<file path="config.mk">
export PLATFORM = sky130hd
export DESIGN_NAME = mem_access_arbiter
export DESIGN_NICKNAME = d
export VERILOG_FILES = /design/src/rtl/mem_access_arbiter.sv
export SDC_FILE = /design/constraint.sdc
export NUM_CORES = 1
export LEC_CHECK = 0
export CAP_MARGIN = 20
export CORE_ASPECT_RATIO = 0.7
export CORE_UTILIZATION = 42
export CTS_CLUSTER_SIZE = 30
export DETAILED_ROUTE_END_ITERATION = 8
export GPL_TIMING_DRIVEN = 0
export PLACE_DENSITY = 0.87
export SLEW_MARGIN = 20
export SYNTH_ARGS = -nofsm -noshare
export SYNTH_HDL_FRONTEND = slang
export SYNTH_SLANG_ARGS = --single-unit
</file>
<file path="constraint.sdc">
create_clock -name Clk -period 2.3 [get_ports Clk]
set_input_delay 0.69 -clock Clk [delete_from_list [all_inputs] [get_ports Clk]]
set_output_delay 0.69 -clock Clk [all_outputs]
set_load 0.005 [all_outputs]
</file>
<file path="src/rtl/mem_access_arbiter.sv">
// Arbitrates instruction-fetch and data requesters onto a single-port RAM using the MOV/R_W/MOC handshake.
// Defining MEM_TIMEOUT_EN adds a MOC watchdog that aborts a stalled access with an err pulse.
module mem_access_arbiter #(
  parameter int AW             = 32,
  parameter int STARVE_LIMIT   = 2,
  parameter int TIMEOUT_CYCLES = 255
) (
  input  logic          Clk,
  input  logic          Reset,
  input  logic          if_req,
  input  logic [AW-1:0] if_addr,
  output logic          if_ack,
  output logic [31:0]   if_rdata,
  input  logic          d_req,
  input  logic          d_we,
  input  logic [1:0]    d_size,
  input  logic [AW-1:0] d_addr,
  input  logic [31:0]   d_wdata,
  output logic          d_ack,
  output logic [31:0]   d_rdata,
  output logic          mem_mov,
  output logic          mem_rw,
  output logic [1:0]    mem_size,
  output logic [AW-1:0] mem_addr,
  output logic [31:0]   mem_wdata,
  input  logic [31:0]   mem_rdata,
  input  logic          mem_moc,
  output logic          busy,
  output logic          err
);
  localparam int SW = $clog2(STARVE_LIMIT + 2);
  localparam logic [SW-1:0] STARVE_MAX = SW'(STARVE_LIMIT);

  typedef enum logic [1:0] {ST_IDLE = 2'd0, ST_WAIT = 2'd1, ST_ACK = 2'd2} state_t;

  state_t          state_r, state_s;
  logic [SW-1:0]   starve_r, starve_s;
  logic            sel_data_r, sel_data_s;
  logic            grant_data_s, grant_fetch_s, done_s, timeout_s;
  logic            mem_mov_s, mem_rw_s, if_ack_s, d_ack_s, busy_s, err_s;
  logic [1:0]      mem_size_s;
  logic [AW-1:0]   mem_addr_s;
  logic [31:0]     mem_wdata_s, if_rdata_s, d_rdata_s, cap_rdata_s;

  // Data normally wins; a fetch passed over STARVE_LIMIT times in a row is forced through.
  assign grant_data_s  = (state_r == ST_IDLE) && d_req && (!if_req || (starve_r != STARVE_MAX));
  assign grant_fetch_s = (state_r == ST_IDLE) && if_req && !grant_data_s;
  assign done_s        = (state_r == ST_WAIT) && mem_moc;
  assign cap_rdata_s   = done_s ? mem_rdata : 32'h0000_0000;

`ifdef MEM_TIMEOUT_EN
  localparam int WW = $clog2(TIMEOUT_CYCLES + 1);
  localparam logic [WW-1:0] WAIT_LAST = WW'(TIMEOUT_CYCLES - 1);
  logic [WW-1:0] wait_cnt_r;

  assign timeout_s = (state_r == ST_WAIT) && !mem_moc && (wait_cnt_r == WAIT_LAST);

  // Watchdog counts WAIT cycles; held at zero outside WAIT so every entry starts fresh.
  always_ff @(posedge Clk or negedge Reset) begin
    if (!Reset) begin
      wait_cnt_r <= {WW{1'b0}};
    end else if (state_r != ST_WAIT) begin
      wait_cnt_r <= {WW{1'b0}};
    end else begin
      wait_cnt_r <= wait_cnt_r + 1'b1;
    end
  end
`else
  assign timeout_s = 1'b0;
`endif

  // State register.
  always_ff @(posedge Clk or negedge Reset) begin
    if (!Reset) begin
      state_r <= ST_IDLE;
    end else begin
      state_r <= state_s;
    end
  end

  // Next-state logic.
  always_comb begin
    state_s = state_r;
    case (state_r)
      ST_IDLE: begin
        if (if_req || d_req) state_s = ST_WAIT;
        else                 state_s = ST_IDLE;
      end
      ST_WAIT: begin
        if (done_s || timeout_s) state_s = ST_ACK;
        else                     state_s = ST_WAIT;
      end
      ST_ACK:  state_s = ST_IDLE;
      default: state_s = ST_IDLE;
    endcase
  end

  // Next values of every registered output plus grant bookkeeping.
  always_comb begin
    mem_mov_s   = mem_mov;
    mem_rw_s    = mem_rw;
    mem_size_s  = mem_size;
    mem_addr_s  = mem_addr;
    mem_wdata_s = mem_wdata;
    if_rdata_s  = if_rdata;
    d_rdata_s   = d_rdata;
    if_ack_s    = 1'b0;
    d_ack_s     = 1'b0;
    err_s       = 1'b0;
    starve_s    = starve_r;
    sel_data_s  = sel_data_r;
    busy_s      = (state_s != ST_IDLE);
    case (state_r)
      ST_IDLE: begin
        if (grant_data_s) begin
          sel_data_s  = 1'b1;
          mem_mov_s   = 1'b1;
          mem_rw_s    = ~d_we;
          mem_size_s  = d_size;
          mem_addr_s  = d_addr;
          mem_wdata_s = d_wdata;
          if (!if_req)                   starve_s = {SW{1'b0}};
          else if (starve_r != STARVE_MAX) starve_s = starve_r + 1'b1;
          else                           starve_s = starve_r;
        end else if (grant_fetch_s) begin
          sel_data_s  = 1'b0;
          mem_mov_s   = 1'b1;
          mem_rw_s    = 1'b1;
          mem_size_s  = 2'b10;
          mem_addr_s  = if_addr;
          starve_s    = {SW{1'b0}};
        end else begin
          starve_s    = {SW{1'b0}};
        end
      end
      ST_WAIT: begin
        // A MOC coinciding with the timeout wins: timeout_s already excludes mem_moc.
        if (done_s || timeout_s) begin
          mem_mov_s = 1'b0;
          err_s     = timeout_s;
          if (sel_data_r) begin
            d_ack_s = 1'b1;
            if (mem_rw) d_rdata_s = cap_rdata_s;
            else        d_rdata_s = d_rdata;
          end else begin
            if_ack_s   = 1'b1;
            if_rdata_s = cap_rdata_s;
          end
        end else begin
          mem_mov_s = 1'b1;
        end
      end
      ST_ACK:  mem_mov_s = 1'b0;
      default: mem_mov_s = 1'b0;
    endcase
  end

  // Output and bookkeeping registers.
  always_ff @(posedge Clk or negedge Reset) begin
    if (!Reset) begin
      mem_mov    <= 1'b0;
      mem_rw     <= 1'b0;
      mem_size   <= 2'b00;
      mem_addr   <= {AW{1'b0}};
      mem_wdata  <= 32'h0000_0000;
      if_ack     <= 1'b0;
      if_rdata   <= 32'h0000_0000;
      d_ack      <= 1'b0;
      d_rdata    <= 32'h0000_0000;
      busy       <= 1'b0;
      err        <= 1'b0;
      starve_r   <= {SW{1'b0}};
      sel_data_r <= 1'b0;
    end else begin
      mem_mov    <= mem_mov_s;
      mem_rw     <= mem_rw_s;
      mem_size   <= mem_size_s;
      mem_addr   <= mem_addr_s;
      mem_wdata  <= mem_wdata_s;
      if_ack     <= if_ack_s;
      if_rdata   <= if_rdata_s;
      d_ack      <= d_ack_s;
      d_rdata    <= d_rdata_s;
      busy       <= busy_s;
      err        <= err_s;
      starve_r   <= starve_s;
      sel_data_r <= sel_data_s;
    end
  end
endmodule

</file>
* Yosys cells after proc, flatten, opt, wreduce, memory -nomap -nowiden
Index checks and enable logic that the tools add are counted.
** Storage, ports and cells
- Bits of input ports :: 136
- Register bits :: 140
** Cells by class
- Bitwise gates (word level) :: 2
- Eq/ne operators :: 4
- Reductions and logical operators :: 17
- Mux-type cells :: 23
- Add/subtract/negate cells :: 1
** Operators with widths (number)
- $mux W32 :: 2
- $mux W1 :: 13
- $mux W2 :: 6
- $reduce_and A2 Y1 :: 3
- $logic_and A1 B1 Y1 :: 5
- $pmux W2 S2 :: 1
- $reduce_and A4 Y1 :: 1
- $reduce_bool A2 Y1 :: 2
- $ne A3 B2 Y1 const B :: 1
- $ne A3 B3 Y1 const B :: 1
- $reduce_and A3 Y1 :: 1
- $add A2 B1 Y2 const B :: 1
- $eq A2 B1 Y1 const B :: 1
- $logic_not A1 Y1 :: 2
- $logic_not A2 Y1 :: 1
- $logic_or A1 B1 Y1 :: 2
- $ne A2 B2 Y1 const B :: 1
- $not A1 Y1 :: 2
- $pmux W1 S2 :: 1

* Logic depth before layout (Yosys ltp)
Gate-level depths: netlist of the first run.
- Depth in word-level cells :: 8
- Gate-level depth with buffers :: 8

* Worst setup path after synthesis of the first run
Ideal clock, no wire load.
- Kind :: input to register
- Start :: in if_req
- End :: reg mem_wdata[10]
- Cell stages on the path :: 6
- Setup slack :: 505 ps
- Data arrival time :: 1670 ps
- Path buffers :: 3
- Cell sequence :: buf_2 -> nand2_1 -> and3_1 -> buf_4 -> buf_6 -> mux2_4
** Between the ends
- Word-level cells in the longest chain between the ends :: 4
** RTL lines
- from (decl) :: RTL line 10 : input logic if_req,
- $logic_not A1 Y1
- $logic_or A1 B1 Y1 :: RTL line 46 : assign grant_data_s = (state_r == ST_IDLE) && d_req && (!if_req || (starve_r != STARVE_MAX));
- $logic_and A1 B1 Y1 :: RTL line 46
- $reduce_and A2 Y1 (no source line)
- to (signal assigned) :: RTL line 179 : mem_wdata <= mem_wdata_s;
- to (decl) :: RTL line 25 : output logic [31:0] mem_wdata,
No other way between the ends.
A chain may end at the register's enable or synchronous reset.

* Worst setup path in the final report of the first run
- Start :: reg if_rdata[11]
- End :: out if_rdata[11]
** RTL lines
- from (decl) :: RTL line 13 : output logic [31:0] if_rdata,
- from (signal assigned) :: RTL line 181 : if_rdata <= if_rdata_s;
No word-level cell between the ends.

==> results of run 1 <==
## layout make-up
class / count / share of cell area
timing repair buffer: 270 / 0.2849
multi-input combinational: 219 / 0.2221
sequential: 140 / 0.3663
clock buffer: 18 / 0.04487
buffer: 36 / 0.02302
clock inverter: 14 / 0.02015
tap: 190 / 0.02486
inverter: 35 / 0.01374
## how the worst max path moves through the flow
stage	slack, ns	to	startpoint
4_1_cts	0.24	mem_rw	mem_rw$_DFFE_PN0P_
3_5_place_dp	-0.05	mem_addr[29]$_DFFE_PN0P_	d_req
6_report	0.28	if_rdata[11]	if_rdata[11]$_DFFE_PN0P_
2_1_floorplan	0.51	mem_wdata[10]$_DFFE_PN0P_	if_req
3_3_place_gp	-4.68	mem_addr[12]$_DFFE_PN0P_	Reset
5_1_grt	0.20	if_rdata[11]	if_rdata[11]$_DFFE_PN0P_
## sequential cells by signal (all words and copies together) (netlist names)
register,cells
mem_size,2
sel_data_r,1
d_rdata,32
d_ack,1
mem_mov,1
if_rdata,32
state_r,2
if_ack,1
busy,1
starve_r,2
mem_addr,32
mem_rw,1
mem_wdata,32
## through the flow
| step | worst slack (ns) | hold WS, ns | util | setup TNS [ns] | power [uW] |
|---|---|---|---|---|---|
| 2_1_floorplan | 0.5052 | 0.3944 | - | 0 | 6617 |
| 3_3_place_gp | -4.682 | 0.4645 | 0.6401 | -653.68 | 9747 |
| 4_1_cts | 0.2413 | 0.2413 | 0.6872 | 0 | 12930 |
| 3_5_place_dp | -0.04563 | 0.4774 | 0.6425 | -0.4253 | 9971 |
| 5_1_grt | 0.1990 | 0.2591 | 0.6872 | 0 | 13570 |
| 6_report | 0.2794 | 0.2260 | 0.6872 | 0 | 12820 |
## cells in the final DEF, fill, tap and decap left out, types with 2 or more instances in the layout
cell             netlist  final
buf_4                  2      2
buf_6                 10     10
bufinv_16              0      4
clkbuf_1              22     23
clkbuf_16              0     17
clkdlybuf4s50_1        0    268
clkinv_2               0      3
clkinvlp_4             0      3
dfrtp_1              140    140
inv_1                 34     34
inv_6                  0      3
mux2_1                47     47
mux2_4                49     49
nand2_1                4      4
nor2_1                 3      3
o2111ai_1             32     32
o211ai_1              32     32
o21ai_0                3      3
o21ai_1               31     31
o31ai_1                2      2
## metal layers
layer,track usage,wire (microns),vias up
met5,0,0,-
met4,0.09879,317,0
met3,0.08107,1412,27
met2,0.3868,8267,236
met1,0.2780,6792,2275
li1,-,-,2149
## cell families (layout without fill, tap and decap cells)
logic type	count (synthesis)	in the layout	synth area share
mux	96	96	0.2116
flops	140	140	0.5859
simple gates	16	16	0.01590
other cells	1	1	0.0006271
compound gates	105	105	0.1251
fa+ha+maj	1	1	0.002092
buf+inv	71	373	0.05880
## report_power, final
part	leakage (uW)	internal, uW	switching (uW)
clock	0.000297	1820	1060
sequential	0.00168	3700	723
combinational	0.00207	3570	1950
==> results_dict.tcl, run 1 <==
set metrics [dict create \
    grt_overflow_total 0 \
    ys_async_sr_fraction 1.000 \
    cts_resized 0 \
    cts_buffers 17 \
    ys_warn_count 0 \
    boundaryPins 272 \
    r2r_start "starve_r[0]$_DFFE_PN0P_" \
    timing.fmax_mhz 494.9 \
    ys_top_cells_by_count "dfrtp_1, mux2_4, mux2_1" \
    synth_ff_type "dfrtp_1" \
    path_cells "clkdlybuf4s50_1" \
    end_kind "output port" \
    reg2regPathDepth 8 \
    tightest_slew_ns 0.5412 \
    grt_pass1_wl_microns 25810 \
    reg2reg_to "mem_wdata[17]$_DFFE_PN0P_" \
    hold_viol 0 \
    cp_slowest_stage_delay_ns 0.57 \
    syn2layout_area_growth_pct 59.95 \
    design.core.area_sq_mm 0.01392 \
    drc 0 \
    synth_cells 430 \
    grt_pass1_vias 4843 \
    power_density_mw_per_mm2 1340 \
    synth-seq-cells 140 \
    rsz0062_at_grt "no" \
    grt_max_degree 72 \
    num_rows 36 \
    slew_headroom 0.6392 \
    critical_path.top_delay_family "buffers and inverters" \
    yosys.area.top_type "dfrtp_1" \
    die_y_microns 101.8 \
    ys_seq_area_frac 0.5859 \
    synthTopCellsByArea "dfrtp_1, mux2_4, mux2_1, o2111ai_1, o211ai_1" \
    initial_core_util 0.4296 \
    dieArea_sq_mm 0.01473 \
    synth_top_cell_area_share 0.5859 \
    multi_input_area_sq_mm 0.002125 \
    synth_edf_count 0 \
    antenna_found_initial 0 \
    clock_latency_ns 0.41 \
    cts-htree-levels 4 \
    status "complete, no violations" \
    seqCellArea_sq_mm 0.003503 \
    vias 4687 \
    max-vdd-ir-drop_v 0.0005867 \
    drv_cap 0 \
    portBuffers 269 \
    skew_ns 0.007068 \
    slowest_stage "clkdlybuf4s50_1" \
    cts.sinks 140 \
    fin_crit_sh 0.8785 \
    cp_max_fo 2 \
    worst-endpoint-arrival_ns 1.33 \
    hpwl_microns 12700 \
    synthMostInstantiatedCell "dfrtp_1" \
    synth_cell_types 33 \
    report.final.slew_viol_count 0 \
    root_buffer "clkbuf_16" \
    place.gp.congestion 0.9170 \
    drive_gt1_frac 0.1366 \
    post_drt_wl_per_cell_microns 18.21 \
    netlist_area_sq_mm 0.005979 \
    cts_tree "built" \
    rrSetupSlack_ns 0.46 \
    place_inst 890 \
    cts_hold_buf 0 \
    hold_path.class "in -> async" \
    drtAntennaViolNets 0 \
    crit_type "reg -> out" \
    num-fill-cells 960 \
    place_area_sq_mm 0.008942 \
    finalCriticalPeriod_ns 2.021 \
    post-cts-setup-buffers 0 \
    viasPerCell 5.084 \
    synth_nets 567 \
    cp.depth 1 \
    n_antenna_cell 0 \
    syn_avg_cell_area_sq_um 13.91 \
    clock_path_buffers 2 \
    finalWirelength_microns 16790 \
    critPathLaunchType "register" \
    crit_buf_inv 1 \
    grt_usage 0.2333 \
    die_w_microns 144.6 \
    drt_first_pass_iters 4 \
    setup_viol 0 \
    p_leak_uw 0.004054 \
    drtIter0Drc 123 \
    layout.cells.non_filler 922 \
    final_area_sq_mm 0.009564 \
    required_ns 1.61 \
    clk_pin_slew_worst_paths_ns 0.06 \
    nets 856 \
]
Power figures use the tool's default switching activity.
==> run 2: changes to the inputs <==
- MAX_ROUTING_LAYER: default -> met4
==> results_dict.tcl, run 2 (synthesis results as in run 1) <==
set metrics [dict create \
    slew_headroom 0.6389 \
    crit_type "reg -> out" \
    cts.sinks 140 \
    cp_max_fo 2 \
    vias 4710 \
    grt_overflow_total 0 \
    power_density_mw_per_mm2 1341 \
    max-vdd-ir-drop_v 0.0005852 \
    n_antenna_cell 0 \
    cts_resized 0 \
    hold_path.class "in -> async" \
    grt_pass1_wl_microns 25790 \
    place_area_sq_mm 0.008942 \
    end_kind "output port" \
    cts_tree "built" \
    hpwl_microns 12700 \
    cts-htree-levels 4 \
    portBuffers 269 \
    critical_path.top_delay_family "buffers and inverters" \
    p_leak_uw 0.004054 \
    critPathLaunchType "register" \
    num_rows 36 \
    initial_core_util 0.4296 \
    design.core.area_sq_mm 0.01392 \
    nets 856 \
    required_ns 1.61 \
    drt_first_pass_iters 6 \
    drc 0 \
    post-cts-setup-buffers 0 \
    fin_util 0.6872 \
    clock_path_buffers 2 \
    worst-endpoint-arrival_ns 1.34 \
    final_cell_mix "clkdlybuf4s50_1, dfrtp_1, mux2_4" \
    cts_buffers 17 \
    final_area_sq_mm 0.009564 \
    tightest_slew_ns 0.5416 \
    viasPerCell 5.108 \
    status "complete, no violations" \
    antenna_found_initial 0 \
    crit_buf_inv 1 \
    drv_cap 0 \
    syn2layout_area_growth_pct 59.95 \
    grt_max_degree 72 \
    place.gp.congestion 0.9331 \
    dieArea_sq_mm 0.01473 \
    die_y_microns 101.8 \
    rsz0062_at_grt "no" \
    grt_usage 0.2405 \
    hold_viol 0 \
    setup_viol 0 \
    finalWirelength_microns 16760 \
    clk_pin_slew_worst_paths_ns 0.06 \
    root_buffer "clkbuf_16" \
    cts_hold_buf 0 \
    drtIter0Drc 150 \
    drive_gt1_frac 0.1366 \
    clock_latency_ns 0.41 \
    cp_slowest_stage_delay_ns 0.57 \
    finalCriticalPeriod_ns 2.026 \
    fin_crit_sh 0.8810 \
    final_common_cell "clkdlybuf4s50_1" \
    skew_ns 0.006408 \
    drtAntennaViolNets 0 \
    grt_pass1_vias 4850 \
    timing.fmax_mhz 493.5 \
    power_uw 12820 \
    boundaryPins 272 \
    die_w_microns 144.6 \
    post_drt_wl_per_cell_microns 18.18 \
    report.final.slew_viol_count 0 \
    path_cells "clkdlybuf4s50_1" \
    slowest_stage "clkdlybuf4s50_1" \
]
[run 2: worst paths after layout]
kind / startpoint / endpoint / slack (ns) / cells after the start
setup / recovery: if_rdata[11]$_DFFE_PN0P_ / if_rdata[11] / 0.27 / 1
hold / removal: Reset / d_rdata[24]$_DFFE_PN0P_ / 0.23 / 1
setup reg to reg: starve_r[0]$_DFFE_PN0P_ / mem_addr[11]$_DFFE_PN0P_ / 0.42 / 7
hold reg to reg: mem_wdata[26]$_DFFE_PN0P_ / mem_wdata[26]$_DFFE_PN0P_ / 0.49 / 1
max in group asynchronous: Reset / mem_addr[17]$_DFFE_PN0P_ / 1.32 / 2
min in group Clk: mem_wdata[26]$_DFFE_PN0P_ / mem_wdata[26]$_DFFE_PN0P_ / 0.49 / 1
[run 2: through the flow]
step                setup WS (ns)  setup TNS, ns  cells  hold WS, ns
floorplan                  0.5052              0    430       0.3944
global placement           -4.682        -653.68    889       0.4645
detailed placement       -0.04563        -0.4253    890       0.4774
CTS                        0.2413              0    922       0.2413
global route               0.1911              0    922       0.2622
finish                     0.2736              0    922       0.2329
[run 2: routing by layer]
layer,share of wire,vias up,GRT usage
met2,0.49,236,0.3876
met4,0.024,0,0.09879
met1,0.41,2284,0.2807
li1,-,2150,-
met5,0,-,-
met3,0.078,40,0.07451
[run 2: power breakdown]
group          switching [uW]  total, uW  internal [uW]
sequential                725       4420           3700
clock                    1060       2880           1820
combinational            1950       5520           3570
total                    3730      12800           9090
[run 2: cell type report]
type / instances / area, sq um
buffer: 36 / 220.2
clock buffer: 18 / 429.2
clock inverter: 14 / 192.7
fill: 960 / 4354
inverter: 35 / 131.4
multi-input combinational: 219 / 2125
sequential: 140 / 3503
tap: 190 / 237.7
timing repair buffer: 270 / 2725
